**config.mk**
```make
export PLATFORM = sky130hd
export DESIGN_NAME = matrix_mac_2x2_flat
export DESIGN_NICKNAME = d
export VERILOG_FILES = /design/src/rtl/matrix_mul_pkg.sv /design/src/rtl/matrix_mac_2x2_if.sv /design/src/rtl/mac_acc_add.sv /design/src/rtl/matrix_mac_2x2.sv /design/src/flat_wrapper.sv
export SDC_FILE = /design/constraint.sdc
export NUM_CORES = 2
export LEC_CHECK = 0
export CORE_ASPECT_RATIO = 0.75
export CORE_UTILIZATION = 35
export DETAILED_ROUTE_END_ITERATION = 7
export GPL_ROUTABILITY_DRIVEN = 0
export PLACE_DENSITY = 0.59
export SYNTH_ARGS = -nofsm -noshare
export SYNTH_HDL_FRONTEND = slang
export SYNTH_SLANG_ARGS = --single-unit
```
**constraint.sdc**
```tcl
create_clock -name clk -period 13.1 [get_ports clk]
set_input_delay 1.31 -clock clk [delete_from_list [all_inputs] [get_ports clk]]
set_output_delay 1.31 -clock clk [all_outputs]
set_load 0.1 [all_outputs]
```
**src/rtl/matrix_mul_pkg.sv**
```systemverilog
// Shared definitions for the matrix_mul MAC: FSM encodings, step count and the
// mapping from the 3-bit step counter onto the (i, j, k) element indices.
package matrix_mul_pkg;

    localparam int MAC_STEPS  = 8;
    localparam int STEP_W     = 3;
    localparam int STEP_I_BIT = 2;
    localparam int STEP_J_BIT = 1;
    localparam int STEP_K_BIT = 0;

    typedef enum logic [1:0] {
        MAC_IDLE  = 2'd0,
        MAC_MUL   = 2'd1,
        MAC_DRAIN = 2'd2,
        MAC_DONE  = 2'd3
    } mac_state_e;

    typedef logic [STEP_W-1:0] mac_step_t;

    // Element indices are row-major: x_11=0, x_12=1, x_21=2, x_22=3.
    function automatic logic [1:0] a_index(input mac_step_t s);
        return {s[STEP_I_BIT], s[STEP_K_BIT]};
    endfunction

    function automatic logic [1:0] b_index(input mac_step_t s);
        return {s[STEP_K_BIT], s[STEP_J_BIT]};
    endfunction

    function automatic logic [1:0] c_index(input mac_step_t s);
        return {s[STEP_I_BIT], s[STEP_J_BIT]};
    endfunction

endpackage

```
**src/rtl/matrix_mac_2x2_if.sv**
```systemverilog
// Handshake, operand and result bundle between the matrix_mul control unit
// (master) and the 2x2 multiply-accumulate responder (slave).
interface matrix_mac_2x2_if #(
    parameter int data_w = 32
);
    logic                     start_mac;
    logic                     clear_acc;
    logic signed [data_w-1:0] a_11, a_12, a_21, a_22;
    logic signed [data_w-1:0] b_11, b_12, b_21, b_22;
    logic signed [data_w-1:0] c_11, c_12, c_21, c_22;
    logic                     done_mac;
    logic                     busy;
    logic                     ovf;

    modport master (
        output start_mac, clear_acc,
        output a_11, a_12, a_21, a_22,
        output b_11, b_12, b_21, b_22,
        input  c_11, c_12, c_21, c_22,
        input  done_mac, busy, ovf
    );

    modport slave (
        input  start_mac, clear_acc,
        input  a_11, a_12, a_21, a_22,
        input  b_11, b_12, b_21, b_22,
        output c_11, c_12, c_21, c_22,
        output done_mac, busy, ovf
    );

endinterface

```
**src/rtl/mac_acc_add.sv**
```systemverilog
// Signed accumulator adder with overflow detect. Define MATRIX_MAC_SAT_EN to
// clamp the sum to the signed range instead of wrapping.
module mac_acc_add #(
    parameter int data_w = 32
) (
    input  logic signed [data_w-1:0] a,
    input  logic signed [data_w-1:0] b,
    output logic signed [data_w-1:0] sum,
    output logic                     ovf
);

    logic signed [data_w-1:0] raw;

    // Overflow only when both operands share a sign and the result flips it.
    always_comb begin
        raw = a + b;
        ovf = (a[data_w-1] == b[data_w-1]) && (raw[data_w-1] != a[data_w-1]);
`ifdef MATRIX_MAC_SAT_EN
        if (ovf)
            sum = a[data_w-1] ? {1'b1, {(data_w-1){1'b0}}} : {1'b0, {(data_w-1){1'b1}}};
        else
            sum = raw;
`else
        sum = raw;
`endif
    end

endmodule

```
**src/rtl/matrix_mac_2x2.sv**
```systemverilog
// 2x2 block multiply-accumulate responder using one shared multiplier over 8 steps.
// Define MATRIX_MAC_SAT_EN to saturate products and sums instead of wrapping.
module matrix_mac_2x2 #(
    parameter int data_w = 32
) (
    input  logic            clk,
    input  logic            rst,
    matrix_mac_2x2_if.slave bus
);
    import matrix_mul_pkg::*;

    localparam mac_step_t LAST_STEP = mac_step_t'(MAC_STEPS - 1);

    mac_state_e state, state_nxt;
    mac_step_t  step, step_prev;

    logic signed [data_w-1:0]   a_q [4];
    logic signed [data_w-1:0]   b_q [4];
    logic signed [data_w-1:0]   c_q [4];
    logic signed [data_w-1:0]   prod_q;
    logic                       prod_ovf_q;
    logic                       ovf_q;

    logic                       latch_en, mul_en, acc_en;
    logic                       busy, done;
    logic [1:0]                 acc_idx;

    logic signed [2*data_w-1:0] a_ext, b_ext, prod_full;
    logic signed [data_w-1:0]   prod_val;
    logic                       prod_trunc_ovf;
    logic signed [data_w-1:0]   acc_cur, sum;
    logic                       sum_ovf;

    always_ff @(posedge clk or negedge rst) begin
        if (!rst)
            state <= MAC_IDLE;
        else
            state <= state_nxt;
    end

    always_comb begin
        state_nxt = state;
        case (state)
            MAC_IDLE:  if (bus.start_mac)   state_nxt = MAC_MUL;
            MAC_MUL:   if (step == LAST_STEP) state_nxt = MAC_DRAIN;
            MAC_DRAIN: state_nxt = MAC_DONE;
            MAC_DONE:  if (!bus.start_mac)  state_nxt = MAC_IDLE;
            default:   state_nxt = MAC_IDLE;
        endcase
    end

    // The step counter has wrapped to 0 by DRAIN, so step-1 still names step 7.
    always_comb begin
        latch_en = (state == MAC_IDLE) && bus.start_mac;
        mul_en   = (state == MAC_MUL);
        acc_en   = ((state == MAC_MUL) && (step != '0)) || (state == MAC_DRAIN);
        busy     = (state == MAC_MUL) || (state == MAC_DRAIN);
        done     = (state == MAC_DONE);
    end

    assign step_prev = step - mac_step_t'(1);
    assign acc_idx   = c_index(step_prev);
    assign acc_cur   = c_q[acc_idx];

    assign a_ext     = {{data_w{a_q[a_index(step)][data_w-1]}}, a_q[a_index(step)]};
    assign b_ext     = {{data_w{b_q[b_index(step)][data_w-1]}}, b_q[b_index(step)]};
    assign prod_full = a_ext * b_ext;

    // Truncation is lossless only if the upper data_w+1 bits are all sign copies.
    always_comb begin
        prod_trunc_ovf = (prod_full[2*data_w-1:data_w-1] != {(data_w+1){prod_full[2*data_w-1]}});
`ifdef MATRIX_MAC_SAT_EN
        if (prod_trunc_ovf)
            prod_val = prod_full[2*data_w-1] ? {1'b1, {(data_w-1){1'b0}}}
                                             : {1'b0, {(data_w-1){1'b1}}};
        else
            prod_val = prod_full[data_w-1:0];
`else
        prod_val = prod_full[data_w-1:0];
`endif
    end

    mac_acc_add #(
        .data_w (data_w)
    ) u_acc_add (
        .a   (acc_cur),
        .b   (prod_q),
        .sum (sum),
        .ovf (sum_ovf)
    );

    always_ff @(posedge clk or negedge rst) begin
        if (!rst) begin
            for (int n = 0; n < 4; n++) begin
                a_q[n] <= '0;
                b_q[n] <= '0;
                c_q[n] <= '0;
            end
            prod_q     <= '0;
            prod_ovf_q <= 1'b0;
            ovf_q      <= 1'b0;
            step       <= '0;
        end else begin
            if (latch_en) begin
                a_q[0] <= bus.a_11;
                a_q[1] <= bus.a_12;
                a_q[2] <= bus.a_21;
                a_q[3] <= bus.a_22;
                b_q[0] <= bus.b_11;
                b_q[1] <= bus.b_12;
                b_q[2] <= bus.b_21;
                b_q[3] <= bus.b_22;
                if (bus.clear_acc) begin
                    for (int n = 0; n < 4; n++)
                        c_q[n] <= '0;
                    ovf_q <= 1'b0;
                end
                step <= '0;
            end
            if (mul_en) begin
                prod_q     <= prod_val;
                prod_ovf_q <= prod_trunc_ovf;
                step       <= step + mac_step_t'(1);
            end
            if (acc_en) begin
                c_q[acc_idx] <= sum;
                ovf_q        <= ovf_q | prod_ovf_q | sum_ovf;
            end
        end
    end

    assign bus.c_11     = c_q[0];
    assign bus.c_12     = c_q[1];
    assign bus.c_21     = c_q[2];
    assign bus.c_22     = c_q[3];
    assign bus.done_mac = done;
    assign bus.busy     = busy;
    assign bus.ovf      = ovf_q;

endmodule

```
**src/flat_wrapper.sv**
```systemverilog
// flat-port wrapper written by rule: the top's interface ports become plain ports
module matrix_mac_2x2_flat import matrix_mul_pkg::*;
#(
    parameter int data_w = 32
)
  (clk, rst, bus_start_mac, bus_clear_acc, bus_a_11, bus_a_12, bus_a_21, bus_a_22, bus_b_11, bus_b_12, bus_b_21, bus_b_22, bus_c_11, bus_c_12, bus_c_21, bus_c_22, bus_done_mac, bus_busy, bus_ovf);
  matrix_mac_2x2_if #(.data_w(data_w)) bus_i ();
  input  logic clk;
  input  logic rst;
  input wire logic [$bits(bus_i.start_mac)-1:0] bus_start_mac;
  input wire logic [$bits(bus_i.clear_acc)-1:0] bus_clear_acc;
  input wire logic [$bits(bus_i.a_11)-1:0] bus_a_11;
  input wire logic [$bits(bus_i.a_12)-1:0] bus_a_12;
  input wire logic [$bits(bus_i.a_21)-1:0] bus_a_21;
  input wire logic [$bits(bus_i.a_22)-1:0] bus_a_22;
  input wire logic [$bits(bus_i.b_11)-1:0] bus_b_11;
  input wire logic [$bits(bus_i.b_12)-1:0] bus_b_12;
  input wire logic [$bits(bus_i.b_21)-1:0] bus_b_21;
  input wire logic [$bits(bus_i.b_22)-1:0] bus_b_22;
  output wire logic [$bits(bus_i.c_11)-1:0] bus_c_11;
  output wire logic [$bits(bus_i.c_12)-1:0] bus_c_12;
  output wire logic [$bits(bus_i.c_21)-1:0] bus_c_21;
  output wire logic [$bits(bus_i.c_22)-1:0] bus_c_22;
  output wire logic [$bits(bus_i.done_mac)-1:0] bus_done_mac;
  output wire logic [$bits(bus_i.busy)-1:0] bus_busy;
  output wire logic [$bits(bus_i.ovf)-1:0] bus_ovf;
  assign bus_i.start_mac = bus_start_mac;
  assign bus_i.clear_acc = bus_clear_acc;
  assign bus_i.a_11 = bus_a_11;
  assign bus_i.a_12 = bus_a_12;
  assign bus_i.a_21 = bus_a_21;
  assign bus_i.a_22 = bus_a_22;
  assign bus_i.b_11 = bus_b_11;
  assign bus_i.b_12 = bus_b_12;
  assign bus_i.b_21 = bus_b_21;
  assign bus_i.b_22 = bus_b_22;
  assign bus_c_11 = bus_i.c_11;
  assign bus_c_12 = bus_i.c_12;
  assign bus_c_21 = bus_i.c_21;
  assign bus_c_22 = bus_i.c_22;
  assign bus_done_mac = bus_i.done_mac;
  assign bus_busy = bus_i.busy;
  assign bus_ovf = bus_i.ovf;
  matrix_mac_2x2 #(.data_w(data_w)) u_core (.clk(clk), .rst(rst), .bus(bus_i));
endmodule
```
; Yosys cells after proc, flatten, opt, wreduce, memory -nomap -nowiden
; Cells that the tools add are included.
[classes]
addsub = 3
multipliers = 1
n_lt_le_gt_ge = 4
eq_ne = 10
mux = 24
n_bitwise = 5
reduce_logical = 13
[op_table]
columns = operator, n
row1 = $mux 128, 3
row2 = $mux 32, 7
row3 = $bmux 32 s2, 3
row4 = $bwmux 128, 1
row5 = $demux 32 s2, 1
row6 = $mul 32x32->64, 1
row7 = $add 32x32->32, 1
row8 = $ne 32x32->1, 1
row9 = $ge 3x3->1 const B, 3
row10 = $not 2->3, 3
row11 = $pmux 2 s4, 1
row12 = $mux 2, 3
row13 = $mux 3, 2
row14 = $ne 2x2->1 const B, 3
row15 = $reduce_bool 2->1, 3
row16 = $eq 2x2->1 const B, 2
row17 = $logic_and 1x1->1, 4
row18 = $add 3x1->3 const B, 1
row19 = $eq 3x3->1 const B, 1
row20 = $lt 3x1->1 const B, 1
row21 = $mux 1, 3
row22 = $reduce_and 3->1, 1
row23 = $reduce_bool 3->1, 1
row24 = $sub 3x1->3 const B, 1
row25 = 7 further kinds, 9
[totals]
reg_bits = 423
out_inout_bits = 131

; Longest topological paths before layout
[depth]
ltp_word = 10
mapped_depth = 38
ltp_nobuf = 33

; Hierarchy
; A second synthesis with hierarchy kept.
[unflattened]
cells_unflattened = 5889
area_unflattened_um2 = 57057.2
[by_module_without_submodules]
columns = mod, instances, cells_each, area_each_um2
row1 = matrix_mac_2x2, 1, 5623, 55125.4
row2 = mac_acc_add, 1, 266, 1931.9

; Least setup slack after synthesis
; No wires, ideal clock.
[synth_path]
path_type = flip-flop to flip-flop
startpoint = register u_core.step[2]
endpoint = register u_core.prod_ovf_q
t_arrival_ns = 9.774
required_time_ns = 12.957
path_slack_ns = 3.183
stages_incl_launch_ff = 35
period_less_slack_ns = 9.917
cell_sequence = dfrtp_1 > clkbuf_1 > buf_1 > clkbuf_1 > mux2i_1 > nand2_1 > o21a_1 > clkbuf_1 > nand2_1 > inv_1 > fa_1 > fa_1 > fa_1 > fa_1 > inv_1 > fa_1 > inv_1 > fa_1 > inv_1 > fa_1 > inv_1 > fa_1 > ha_1 > clkbuf_1 > and3_1 > and2_1 > nand3_1 > or4_1 > o21ai_1 > or2_2 > xor2_1 > nand3_1 > or4_1 > o31ai_1 > a41oi_1
[synth_via]
elab_chain_len = 6
[synth_rtl]
columns = item, line
row1 = from (decl), matrix_mac_2x2.sv:15  ; mac_step_t step, step_prev;
row2 = from (signal assigned), matrix_mac_2x2.sv:123  ; step <= step + mac_step_t'(1);
row3 = $not 2->3 (implied by the code), matrix_mac_2x2.sv:65  ; assign a_ext = {{data_w{a_q[a_index(step)][data_w-1]}}, a_q[a_index(step)]};
row4 = $bmux 32 s2, matrix_mac_2x2.sv:65
row5 = $mux 32 (implied by the code) (2 in series), matrix_mac_2x2.sv:65
row6 = $mul 32x32->64, matrix_mac_2x2.sv:67  ; assign prod_full = a_ext * b_ext;
row7 = $ne 32x32->1, matrix_mac_2x2.sv:71  ; prod_trunc_ovf = (prod_full[2*data_w-1:data_w-1] != {(data_w+1){prod_full[2*data_w-1]}});
row8 = to (signal assigned), matrix_mac_2x2.sv:122  ; prod_ovf_q <= prod_trunc_ovf;
row9 = to (decl), matrix_mac_2x2.sv:21  ; logic prod_ovf_q;
; Every way passes these cells. The select of a mux whose other input is x is not followed.
; A chain may end at the register's enable or synchronous reset.

; Worst setup path after layout
; Ends and elaborated chain as after synthesis.

==> results.sh <==
export IMPL_synth_edff_count=0
export IMPL_yosys_most_used_dff="dfrtp_1"
export IMPL_dpl_cell_area_um2=62710
export IMPL_slew_headroom_pct=15.07
export IMPL_crit_fanout=31
export IMPL_status="finished clean"
export IMPL_tns_ns=0
export IMPL_syn_inst=5756
export IMPL_chipHeight_um=349.3
export IMPL_route_detailed_wl_per_inst_um=23.08
export IMPL_worstSetupPathType="reg -> reg"
export IMPL_start_util_pct=35.24
export IMPL_max_clock_path_buffers=3
export IMPL_avgViaCountPerCell=5.219
export IMPL_worstMarginPinSlew_ns=1.274
export IMPL_setup_viol=0
export IMPL_seqCellArea_um2=10600
export IMPL_holdWs_ns=0.4994
export IMPL_die_x_um=465.0
export IMPL_fmax_mhz=89.98
export IMPL_cts_root_buf="clkbuf_16"
export IMPL_grt_max_degree=95
export IMPL_period_share_pct=84.84
export IMPL_grt_overflow_total=0
export IMPL_grt_first_pass_wirelength_mm=288.8
export IMPL_clk_pin_slew_ns=0.07
export IMPL_dp_final_hpwl_mm=147.0
export IMPL_nets=7571
export IMPL_multi_input_area_um2=40770
export IMPL_slowest_delay_ns=0.80
export IMPL_synth_largest_area_cell="fa_1"
export IMPL_grt_setup_unrepaired="no"
export IMPL_cap_violations=0
export IMPL_area_growth_pct=14.45
export IMPL_synth_seq_cells=423
export IMPL_core_area_um2=159700
export IMPL_cts_tree="done"
export IMPL_syn_area_um2=56270
export IMPL_clock_latency_ns=0.69
export IMPL_cts_buffers=50
export IMPL_synth_top_area_share_pct=38.53
export IMPL_crit_path_end_kind="flop"
export IMPL_finalClockSkew_ns=0.05934
export IMPL_ys_seq_area_share_pct=18.81
export IMPL_critPathLaunchType="flop"
export IMPL_min_path_type="reg -> reg"
export IMPL_period_needed_ns=11.11
export IMPL_syn_area_per_cell_um2=9.776
export IMPL_synthTopCellsByArea="fa_1, dfrtp_1, inv_1"
export IMPL_critical_path_slowest_cell="o21ai_1"
export IMPL_wirelength_mm=188.5
export IMPL_cp_required_ns=13.65
export IMPL_cts_setup_buffers=0
export IMPL_clock_sinks=423
export IMPL_grt_usage_pct=23.67
export IMPL_diodes=0
export IMPL_drive_above_1_share_pct=10.30
export IMPL_slew_viol_final=0
export IMPL_htree_levels=2
export IMPL_finalInstanceArea_um2=64400
export IMPL_port_buffers=390
export IMPL_drtAntennaViolNets=0
export IMPL_die_area_um2=162400
export IMPL_hold_viol=0
export IMPL_row_count=127
export IMPL_arrival_ns=11.66
export IMPL_hold_buffers=0
export IMPL_ios=391
export IMPL_dr_total_vias=42636
export IMPL_drt_pass1_iter_count=6
export IMPL_drc=0
export IMPL_yosysWarningCount=0
export IMPL_syn_nets=7323
export IMPL_antenna_found_initial=4
export IMPL_cts_repair_resized=0
export IMPL_crit_path_frequent_cell="fa_1"
export IMPL_drtIter0Drc=3981
export IMPL_synthArstFlopShare_pct=100.0
export IMPL_synth_distinct_cells=78
export IMPL_first_global_vias=45931
export IMPL_nFillCells=15547
==> cells in the mapped netlist, types with 19 or more instances <==
library cell and number:
dfrtp_1 423, mux2_2 337, nand3_1 150, fa_1 1083, xnor2_1 69, and3_1 19, o21ai_1 39, buf_1 34
nand2b_1 19, nor2_1 530, a21oi_1 108, a21o_1 55, xor2_1 35, mux4_2 41, nand2_1 815, o21ai_0 114
o21a_1 60, nand4_1 19, clkbuf_1 271, inv_1 1036, ha_1 224, and2_1 37, mux2i_1 57
==> state kept, by name, indices dropped and copies added (netlist names) <==
signal	cells
u_core.bus.c_11	32
u_core.bus.ovf	1
u_core.prod_q	32
u_core.prod_ovf_q	1
u_core.b_q	128
u_core.bus.c_22	32
u_core.step	3
u_core.bus.c_21	32
u_core.a_q	128
u_core.bus.c_12	32
u_core.state	2
==> critical path, delay by kind of cell (launching register included) <==
family                     cells  cell delay, ns
AOI/OAI and AO/OA              8            2.87
adders and majority gates      9            4.50
xor gates and xnor gates       1            0.28
DFF                            1            0.72
and+or+nand+nor                5            1.18
muxes                          1            0.41
buffers and inverters          4            1.00
==> worst paths after layout <==
path	slack, ns	startpoint	cells past startpoint	end
min	0.50	u_core.a_q[111]	1	u_core.a_q[111]
max in group asynchronous	10.01	rst	3	u_core.b_q[28]
min in group asynchronous	0.72	rst	1	u_core.bus.c_22[6]
min reg2reg	0.50	u_core.a_q[111]	1	u_core.a_q[111]
max	1.99	u_core.step[2]	28	u_core.prod_ovf_q
max reg2reg	1.99	u_core.step[2]	28	u_core.prod_ovf_q
==> metrics by stage <==
step | worst slack (ns) | instances | util, %
after floorplan | 3.183 | 5756 | -
after global placement | 2.331 | 8080 | 39.27
after detailed placement | 2.198 | 8080 | 39.27
after CTS | 2.143 | 8169 | 40.33
after global routing | 1.461 | 8169 | 40.33
final | 1.986 | 8169 | 40.33
==> kinds of logic (layout without fill, tap and decap cells) <==
logic type	Yosys count	in the layout	share of synthesized area (%)
xor gates and xnor gates	104	104	1.619
and+or+nand+nor	1656	1656	12.15
DFF	423	423	18.81
adders and majority gates	1307	1307	43.51
buffers and inverters	1348	1633	9.005
muxes	435	435	9.399
AOI/OAI and AO/OA	483	483	5.512
==> placed cells by master, fill, tap and decap left out, types with 60 or more instances in the layout <==
master / instances
fa_1: 1083
inv_1: 1036
nand2_1: 814
nor2_1: 530
dfrtp_1: 420
clkdlybuf4s50_1: 389
mux2_2: 337
ha_1: 222
nand3_1: 149
buf_4: 117
a21oi_1: 108
o21ai_0: 92
xnor2_1: 69
o21a_1: 60
==> layer usage <==
metal	track usage [%]	wire (µm)	share of wire [%]
met1	30.44	75180	40
met2	38.26	86840	46
met3	6.622	19100	10
met4	7.920	7365	3.9
met5	0	28	0.015
==> cell type report <==
| class | instances | share of cell area [%] |
|---|---|---|
| flip-flops and latches | 423 | 16.45 |
| well taps | 2128 | 4.134 |
| multi-input cells | 3985 | 63.31 |
| inverters | 1037 | 6.044 |
| repair buffers | 507 | 7.433 |
| clock inverters | 24 | 0.4585 |
| clock buffers | 65 | 2.170 |
Power is left out: the tool's default activity adds up to more than one toggle a clock period on the data nets, which glitch-free logic cannot reach.
